<file path="src/rtl/excp_mtimer_pkg.sv">
// Shared constants for the machine timer: register byte offsets, CTRL field
// positions, the MTIMECMP reset value and small address-decode helpers.
package excp_mtimer_pkg;

  localparam logic [7:0] OFF_MTIME_LO = 8'h00;
  localparam logic [7:0] OFF_MTIME_HI = 8'h04;
  localparam logic [7:0] OFF_CTRL     = 8'h08;
  localparam logic [7:0] OFF_MASK     = 8'h0C;
  localparam logic [7:0] OFF_CMP_BASE = 8'h10;
  localparam logic [7:0] CMP_STRIDE   = 8'h08;

  localparam int CTRL_EN_BIT  = 0;
  localparam int CTRL_DIV_LSB = 8;

  // Wide enough for any supported XLEN; callers slice the low 2*XLEN bits.
  localparam logic [127:0] MTIMECMP_RST = '1;

  // Word index (byte offset >> 2) of a register.
  function automatic logic [5:0] word_of(input logic [7:0] off);
    return off[7:2];
  endfunction

  // Word index of MTIMECMP_LO/HI for one channel.
  function automatic logic [5:0] cmp_word(input int ch, input logic hi);
    logic [7:0] off;
    off = OFF_CMP_BASE + 8'(ch) * CMP_STRIDE + (hi ? 8'h04 : 8'h00);
    return off[7:2];
  endfunction

endpackage

</file>
<file path="src/rtl/excp_mtimer_cmp.sv">
// One timer channel: its mtimecmp register, half-word write handling,
// the unsigned mtime >= mtimecmp comparator and the registered interrupt.
module excp_mtimer_cmp
  import excp_mtimer_pkg::*;
#(
  parameter int XLEN = 32
) (
  input  logic              clk,
  input  logic              rst_n,
  input  logic              wr_lo_i,
  input  logic              wr_hi_i,
  input  logic [XLEN-1:0]   wdata_i,
  input  logic [2*XLEN-1:0] mtime_i,
  input  logic              mask_i,
  output logic [2*XLEN-1:0] cmp_o,
  output logic              irq_o
);

  logic [2*XLEN-1:0] cmp_d, cmp_q;
  logic              irq_d, irq_q;

  // Next compare value and next interrupt level from the current register state.
  always_comb begin
    // NOTE: every combinational output gets a default first so no latch is inferred.
    cmp_d = cmp_q;
    if (wr_lo_i) cmp_d[XLEN-1:0]      = wdata_i;
    if (wr_hi_i) cmp_d[2*XLEN-1:XLEN] = wdata_i;
    irq_d = (mtime_i >= cmp_q) && mask_i;
  end

  // Channel state registers.
  always_ff @(posedge clk or negedge rst_n) begin
    if (!rst_n) begin
      cmp_q <= MTIMECMP_RST[2*XLEN-1:0];
      irq_q <= 1'b0;
    end else begin
      // NOTE: sequential state uses non-blocking assignments so all flops update together.
      cmp_q <= cmp_d;
      irq_q <= irq_d;
    end
  end

  assign cmp_o = cmp_q;
  assign irq_o = irq_q;

endmodule

</file>
<file path="src/rtl/excp_mtimer.sv">
// Machine timer: 2*XLEN-bit mtime advanced by a prescaled tick, NUM_CH
// compare channels with level interrupts, and a single-beat register port.
// Optional build macro EXCP_TMR_IRQ_MASK_EN adds the MASK register at 0x0C.
module excp_mtimer
  import excp_mtimer_pkg::*;
#(
  parameter int XLEN   = 32,
  parameter int NUM_CH = 4,
  parameter int PSC_W  = 8
) (
  input  logic              clk,
  input  logic              rst_n,
  input  logic              tick_i,
  input  logic              req_valid,
  input  logic              req_write,
  input  logic [7:0]        req_addr,
  input  logic [XLEN-1:0]   req_wdata,
  output logic              req_ready,
  output logic              rsp_valid,
  output logic [XLEN-1:0]   rsp_rdata,
  output logic              rsp_err,
  output logic [NUM_CH-1:0] irq_o
);

  localparam int TW = 2 * XLEN;

  logic [5:0]        word;
  logic              wr_en, mapped;
  logic              hit_lo, hit_hi, hit_ctrl, hit_mask;
  logic [NUM_CH-1:0] hit_cmp_lo, hit_cmp_hi, mask, irq;
  logic [TW-1:0]     cmp_val [NUM_CH];
  logic              unused_addr_lsb;

  logic              en_d, en_q;
  logic [PSC_W-1:0]  div_d, div_q;
  logic [PSC_W-1:0]  psc_d, psc_q;
  logic [TW-1:0]     mtime_d, mtime_q;
  logic              inc;
  logic [XLEN-1:0]   rdata_sel;
  logic              rsp_valid_d, rsp_valid_q;
  logic [XLEN-1:0]   rsp_rdata_d, rsp_rdata_q;
  logic              rsp_err_d, rsp_err_q;

  assign req_ready       = 1'b1;
  assign word            = req_addr[7:2];
  assign unused_addr_lsb = ^req_addr[1:0];
  assign wr_en           = req_valid && req_write;

  assign hit_lo   = (word == word_of(OFF_MTIME_LO));
  assign hit_hi   = (word == word_of(OFF_MTIME_HI));
  assign hit_ctrl = (word == word_of(OFF_CTRL));

`ifdef EXCP_TMR_IRQ_MASK_EN
  logic [NUM_CH-1:0] mask_d, mask_q;

  assign hit_mask = (word == word_of(OFF_MASK));

  // Per-channel interrupt enable, written as a whole word.
  always_comb begin
    mask_d = mask_q;
    if (wr_en && hit_mask) mask_d = req_wdata[NUM_CH-1:0];
  end

  // Mask register, all channels enabled out of reset.
  always_ff @(posedge clk or negedge rst_n) begin
    if (!rst_n) mask_q <= '1;
    else        mask_q <= mask_d;
  end

  assign mask = mask_q;
`else
  assign hit_mask = 1'b0;
  assign mask     = '1;
`endif

  for (genvar g = 0; g < NUM_CH; g++) begin : g_ch
    assign hit_cmp_lo[g] = (word == cmp_word(g, 1'b0));
    assign hit_cmp_hi[g] = (word == cmp_word(g, 1'b1));

    excp_mtimer_cmp #(.XLEN(XLEN)) u_cmp (
      .clk     (clk),
      .rst_n   (rst_n),
      .wr_lo_i (wr_en && hit_cmp_lo[g]),
      .wr_hi_i (wr_en && hit_cmp_hi[g]),
      .wdata_i (req_wdata),
      .mtime_i (mtime_q),
      .mask_i  (mask[g]),
      .cmp_o   (cmp_val[g]),
      .irq_o   (irq[g])
    );
  end

  assign irq_o  = irq;
  assign mapped = hit_lo || hit_hi || hit_ctrl || hit_mask || (|hit_cmp_lo) || (|hit_cmp_hi);

  // Prescaler, mtime advance and CTRL; software writes override the tick path.
  always_comb begin
    en_d    = en_q;
    div_d   = div_q;
    psc_d   = psc_q;
    mtime_d = mtime_q;
    inc     = 1'b0;
    if (en_q && tick_i) begin
      if (psc_q == div_q) begin
        psc_d = '0;
        inc   = 1'b1;
      end else begin
        psc_d = psc_q + PSC_W'(1);
      end
    end
    if (inc) mtime_d = mtime_q + TW'(1);
    // A CTRL write restarts the prescale period with the new divisor.
    if (wr_en && hit_ctrl) begin
      en_d  = req_wdata[CTRL_EN_BIT];
      div_d = req_wdata[CTRL_DIV_LSB +: PSC_W];
      psc_d = '0;
    end
    // Writing either mtime half discards any increment from this cycle.
    if (wr_en && hit_lo) mtime_d = {mtime_q[TW-1:XLEN], req_wdata};
    if (wr_en && hit_hi) mtime_d = {req_wdata, mtime_q[XLEN-1:0]};
  end

  // Read data mux over the pre-edge register values; unmapped reads return 0.
  always_comb begin
    rdata_sel = '0;
    if (hit_lo) rdata_sel = mtime_q[XLEN-1:0];
    if (hit_hi) rdata_sel = mtime_q[TW-1:XLEN];
    if (hit_ctrl) begin
      rdata_sel[CTRL_EN_BIT]             = en_q;
      rdata_sel[CTRL_DIV_LSB +: PSC_W]   = div_q;
    end
    if (hit_mask) rdata_sel[NUM_CH-1:0] = mask;
    for (int i = 0; i < NUM_CH; i++) begin
      if (hit_cmp_lo[i]) rdata_sel = cmp_val[i][XLEN-1:0];
      if (hit_cmp_hi[i]) rdata_sel = cmp_val[i][TW-1:XLEN];
    end
    rsp_valid_d = req_valid;
    rsp_rdata_d = (req_valid && !req_write && mapped) ? rdata_sel : '0;
    rsp_err_d   = req_valid && !mapped;
  end

  // Timer state and one-cycle-late response registers.
  always_ff @(posedge clk or negedge rst_n) begin
    if (!rst_n) begin
      en_q        <= 1'b0;
      div_q       <= '0;
      psc_q       <= '0;
      mtime_q     <= '0;
      rsp_valid_q <= 1'b0;
      rsp_rdata_q <= '0;
      rsp_err_q   <= 1'b0;
    end else begin
      en_q        <= en_d;
      div_q       <= div_d;
      psc_q       <= psc_d;
      mtime_q     <= mtime_d;
      rsp_valid_q <= rsp_valid_d;
      rsp_rdata_q <= rsp_rdata_d;
      rsp_err_q   <= rsp_err_d;
    end
  end

  assign rsp_valid = rsp_valid_q;
  assign rsp_rdata = rsp_rdata_q;
  assign rsp_err   = rsp_err_q;

endmodule

</file>
<file path="config.mk">
export PLATFORM = sky130hd
export DESIGN_NAME = excp_mtimer
export DESIGN_NICKNAME = d
export VERILOG_FILES = /design/src/rtl/excp_mtimer_pkg.sv /design/src/rtl/excp_mtimer_cmp.sv /design/src/rtl/excp_mtimer.sv
export SDC_FILE = /design/constraint.sdc
export NUM_CORES = 1
export LEC_CHECK = 0
export CORE_MARGIN = 4
export CORE_UTILIZATION = 56
export CTS_CLUSTER_SIZE = 14
export DETAILED_ROUTE_END_ITERATION = 7
export PLACE_DENSITY = 0.76
export SYNTH_ARGS = -nofsm -noshare
export SYNTH_HDL_FRONTEND = slang
export SYNTH_SLANG_ARGS = --single-unit
export TNS_END_PERCENT = 20
</file>
<file path="constraint.sdc">
create_clock -name clk -period 6.7 [get_ports clk]
set_input_delay 1.34 -clock clk [delete_from_list [all_inputs] [get_ports clk]]
set_output_delay 1.34 -clock clk [all_outputs]
set_load 0.01 [all_outputs]
</file>
After elaboration in Yosys (flattened, before gate mapping)
Cells that the tools add are included.

storage, ports and cells
  logic and storage cells = 90
  input bits = 45
  register bits after elaboration = 375

operators by class
  equal/unequal tests = 12
  bitwise gates (word level) = 1
  $add $sub $neg = 2
  reductions and logical operators = 30
  magnitude comparators = 4
  muxes and demuxes = 21

operator list
  operator               number
  $mux 32                11
  $ge 64x64->1           4
  $mux 64                3
  $add 64x1->64 const B  1
  $mux 8                 4
  $eq 6x3->1 const B     4
  $eq 6x4->1 const B     4
  $logic_and 1x1->1      16
  $add 8x1->8 const B    1
  $eq 8x8->1             1
  $reduce_or 4->1        2
  $eq 6x1->1 const B     1
  $eq 6x2->1 const B     1
  $logic_not 6->1        1
  $reduce_bool 2->1      3
  $logic_or 1x1->1       4
  $reduce_and 2->1       2
  $mux 1                 3
  $logic_not 1->1        2
  $ne 2x1->1 const B     1
  $not 1->1              1

Longest topological paths before layout
  word-level depth = 13
  depth in mapped cells = 10

Hierarchy
From an unflattened synthesis, not the netlist that was laid out.

unflattened totals
  cells, all modules = 2873
  area, all modules = 24778.8 µm²

by module, submodules not included
  module           instances  area an instance (µm²)  cells each
  excp_mtimer_cmp  4          3926.3                  434
  excp_mtimer      1          9073.7                  1137

Least setup slack after synthesis
OpenSTA, ideal clock, no wires.

  path type = input-to-reg
  start = input port req_addr[3]
  end = register mtime_q[58]
  data required time = 6568 ps
  slack = 3568 ps
  cell stages on the path = 10
  arrival = 3000 ps
  cell sequence = buf_4 > or4_1 > buf_2 > nor3_4 > or3_4 > nor4_4 > buf_6 > nand4_1 > xor2_1 > o21ai_1

between the ends
  word-level cells in the longest chain between the ends = 4
  elaborated cells on any way between the ends = 8
  classes of those cells = 2 x eq/ne; 1 x mux; 5 x reduce/logical

ends and longest elaborated chain
  what                                                              line                                    source
  from (decl)                                                       excp_mtimer.sv:16                       input logic [7:0] req_addr,
  $eq 6x1->1 or $logic_not 6->1 (tied branches)                     excp_mtimer.sv:50, excp_mtimer.sv:49
  $logic_and 1x1->1 (on tied branches)                              excp_mtimer.sv:120, excp_mtimer.sv:119
  $ne 2x1->1 (no source line) or $reduce_bool 2->1 (tied branches)  --
  $reduce_and 2->1 (no source line)                                 --
  to (signal assigned)                                              excp_mtimer.sv:156                      mtime_q <= mtime_d;
  to (decl)                                                         excp_mtimer.sv:37                       logic [TW-1:0] mtime_d, mtime_q;

Several ways; a longest one is shown, not always the timed one.
A chain may end at the register's enable or synchronous reset.

Worst setup path in the final report
  start = input port req_addr[2]
  end = register g_ch[2].u_cmp.cmp_q[63]

between the ends
  word-level cells in the longest chain between the ends = 2

ends and longest elaborated chain
  what                  line                   source
  $eq 6x4->1            excp_mtimer.sv:78      assign hit_cmp_hi[g] = (word == cmp_word(g, 1'b1));
  $logic_and 1x1->1     excp_mtimer.sv:84      .wr_hi_i (wr_en && hit_cmp_hi[g]),
  to (signal assigned)  excp_mtimer_cmp.sv:34  cmp_q <= MTIMECMP_RST[2*XLEN-1:0];
  to (signal assigned)  excp_mtimer_cmp.sv:38  cmp_q <= cmp_d;
  to (decl)             excp_mtimer_cmp.sv:19  logic [2*XLEN-1:0] cmp_d, cmp_q;

No other way between the ends.

==> impl_metrics.csv <==
group,metric,value,unit
place,port_buffers,80,
clock_tree,cts_tree,"yes",
sta,finalSetupViolations,0,
finish,multi_input_area,12500,sq um
flow_run,cap_viol_max_count,0,
synthesis,avgSynthCellArea,9.61,sq um
drt,dr.pass1.iters,8,
power,p_per_area,253,nW/um^2
power,power,6.70,mW
sta,tightest_slew,1370,ps
floorplanning,die_y,214,um
place,dp_cells,2985,
drt,viasPerCell,6.49,
place,gp_congestion,0.989,
sta,slew_violations,0,
critical_path,timing.critical_path.fanout_max,38,
run_status,outcome,"finished, violations left",
global_route,grt.overflow.total,0,
floorplanning,dieWidth,214,um
drt,drtIter0Drc,2380,
power,p_clk_share,37.9,%
global_route,grt_max_degree,117,
global_route,grt_pass1_vias,20025,
floorplanning,ios,84,
synthesis,yosys-top-cells-count,"nand2_1, inv_1, ha_1, dfstp_2, o21ai_0",
clock_tree,clock-sinks,375,
synthesis,synth_top_cells_by_area,"dfstp_2, ha_1, dfrtp_1",
synthesis,ys_ff_latch,375,
finish,fillerInstances,3386,
global_route,antenna_found_initial,1,
synthesis,synth_top_flop_cell,"dfstp_2",
synthesis,seq_area_frac_synth,40.8,%
synthesis,netlist_instances,2473,
worst_hold_path,min-delay-path-class,"register to register",
synthesis,synth.largest_area_cell,"dfstp_2",
synthesis,syn_nets,2776,
drt,drc_errors,2,
sta,rsz0062_at_grt,"false",
drt,vias,19899,
place,dp.final_hpwl,54.0,mm
power,pwr-share-seq,42.6,%
power,switching_share,30.4,%
power,pwr-share-comb,19.4,%
power,p_leak,12.3,nW
critical_path,crit_path_end_kind,"register",
synthesis,syn_area,23800,sq um
power,intPower,4.67,mW
synthesis,yosysWarnings,0,
synthesis,synth_top_area_share,28.3,%
synthesis,synth_edf_count,0,
clock_tree,path_clk_slew,60,ps
place,dpl-instance-area,24900,sq um
critical_path,worstSetupPathType,"input pin to register",
sta,fmax,214,MHz
sta,relSlewSlack,8.25,%
sta,hold_violations,0,
synthesis,synthArstFlopShare,100,%
finish,syn_to_final_growth,11.2,%
synthesis,synthMostInstantiatedCell,"nand2_1",
synthesis,yosysUniqueCellTypes,71,
critical_path,cp.required,7200,ps
finish,regArea,9700,sq um
global_route,grt_pass1_wl,119,mm
power,switchingPower,2.03,mW
critical_path,startpoint_type,"input pin",
sta,fin_tns_setup,0,ps
floorplanning,rows,75,
floorplanning,core-area,41900,sq um
finish,final_cells,3066,
finish,finalInstanceArea,26400,sq um
floorplanning,dieArea,45800,sq um
clock_tree,cts_resized,0,
clock_tree,htreeDepth,2,
sta,final.min_clock_period,4680,ps
clock_tree,clock_latency,590,ps
floorplanning,initial_utilization,56.7,%
clock_tree,clk_path_buf_depth,3,
run_status,violations,"DRC",
clock_tree,root_buffer,"clkbuf_16",
clock_tree,holdBufCountCts,0,
clock_tree,post-cts-setup-buffers,0,
critical_path,critPathArrivalTime,5180,ps
global_route,grt.total_usage,33.2,%
sta,clock_skew,23.6,ps
power,peakVddDrop,0.000186,V
sta,finalCritPeriodShare,69.9,%
drt,wire_per_inst,25.3,um
drt,ant_nets,0,
drt,wl,77.5,mm
finish,layout.nets,2795,
clock_tree,cts_inserted_buffers,44,
finish,drive_gt1_share,21.6,%
==> path summary, 6_finish.rpt <==
path                                         start                       to  slack [ps]  depth (start not counted)
max in group asynchronous                    rst_n              mtime_q[49]        4570                          2
setup / recovery                       req_addr[2]  g_ch[2].u_cmp.cmp_o[63]        2020                          7
hold reg to reg            g_ch[3].u_cmp.cmp_o[57]            rsp_rdata[25]         520                          2
hold / removal             g_ch[3].u_cmp.cmp_o[57]            rsp_rdata[25]         520                          2
min in group asynchronous                    rst_n             rsp_rdata[0]         850                          1
setup reg to reg           g_ch[0].u_cmp.cmp_o[13]      g_ch[0].u_cmp.irq_o        2570                          9
==> routing by layer <==
layer	global-route usage [%]	up-vias	routed length, um
li1	-	8796	-
met1	44.4	9667	30200
met2	51.1	1180	34300
met3	7.98	256	8800
met4	16.2	0	4240
met5	0	-	0
==> cell type report <==
class                           count  area share (%)
Timing Repair Buffer              108            3.87
Multi-Input combinational cell   1701            47.4
Tap cell                          539            2.55
Clock buffer                       61            4.72
Clock inverter                     19           0.980
Sequential cell                   375            36.7
Antenna cell                        1         0.00947
Inverter                          262            3.72
==> sequential cells by signal, indices dropped and copies added, names as in the netlist <==
register / flops
g_ch.u_cmp.cmp_o: 256
mtime_q: 64
rsp_rdata: 32
div_q: 8
psc_q: 8
g_ch.u_cmp.irq_o: 4
en_q: 1
rsp_err: 1
rsp_valid: 1
==> cells by family after synthesis <==
group	Yosys count	share of synthesized area, %
AOI/OAI and AO/OA	597	15.9
xor gates and xnor gates	71	2.65
adders and majority gates	258	13.6
buffers and inverters	397	6.64
DFF	375	40.8
muxes	162	7.65
other	1	0.0158
and+or+nand+nor	612	12.7
==> placed cells by master, fill, tap and decap left out, types with 13 or more instances in the layout <==
cell type          n
nand3_1           37
and3_1            17
xnor2_1           37
dfrtp_1          119
xor2_1            33
clkdlybuf4s50_1   78
clkbuf_16         45
ha_1             258
o21ai_1           37
inv_1            262
o21ai_0          237
nor3_1            19
buf_4             27
nand2_1          292
nand4_1           63
nor2_1            89
mux2_1            16
dfstp_2          256
a222oi_1          46
a21oi_1           80
a221oi_1          34
a211oi_1          13
a22oi_1           19
mux2_2           141
a21o_1            64
==> power groups by stage <==
| stage | Sequential, mW | Clock, mW | Combinational [mW] |
|---|---|---|---|
| 2_1_floorplan | 2.78 | 0 | 0.846 |
| 3_3_place_gp | 2.87 | 0 | 1.21 |
| 3_5_place_dp | 2.88 | 0 | 1.26 |
| 4_1_cts | 2.85 | 2.56 | 1.28 |
| 5_1_grt | 2.88 | 2.66 | 1.44 |
| 6_report | 2.86 | 2.54 | 1.30 |
==> worst max-delay path, stage by stage <==
cell and delay, ps:
clkdlybuf4s50_1 450, buf_4 470, nand2b_1 500, nor3_4 680, buf_4 420, nand2_2 720
mux2_2 550
==> through the flow <==
step / hold slack, ps / util [%] / setup WS, ps
5_1_grt: 528 / 63.0 / 2020
3_3_place_gp: 498 / 59.4 / 1690
3_5_place_dp: 504 / 59.4 / 1670
4_1_cts: 514 / 63.0 / 2230
2_1_floorplan: 485 / - / 3570
6_report: 516 / 63.0 / 2020
(Power assumes the default switching activity.)
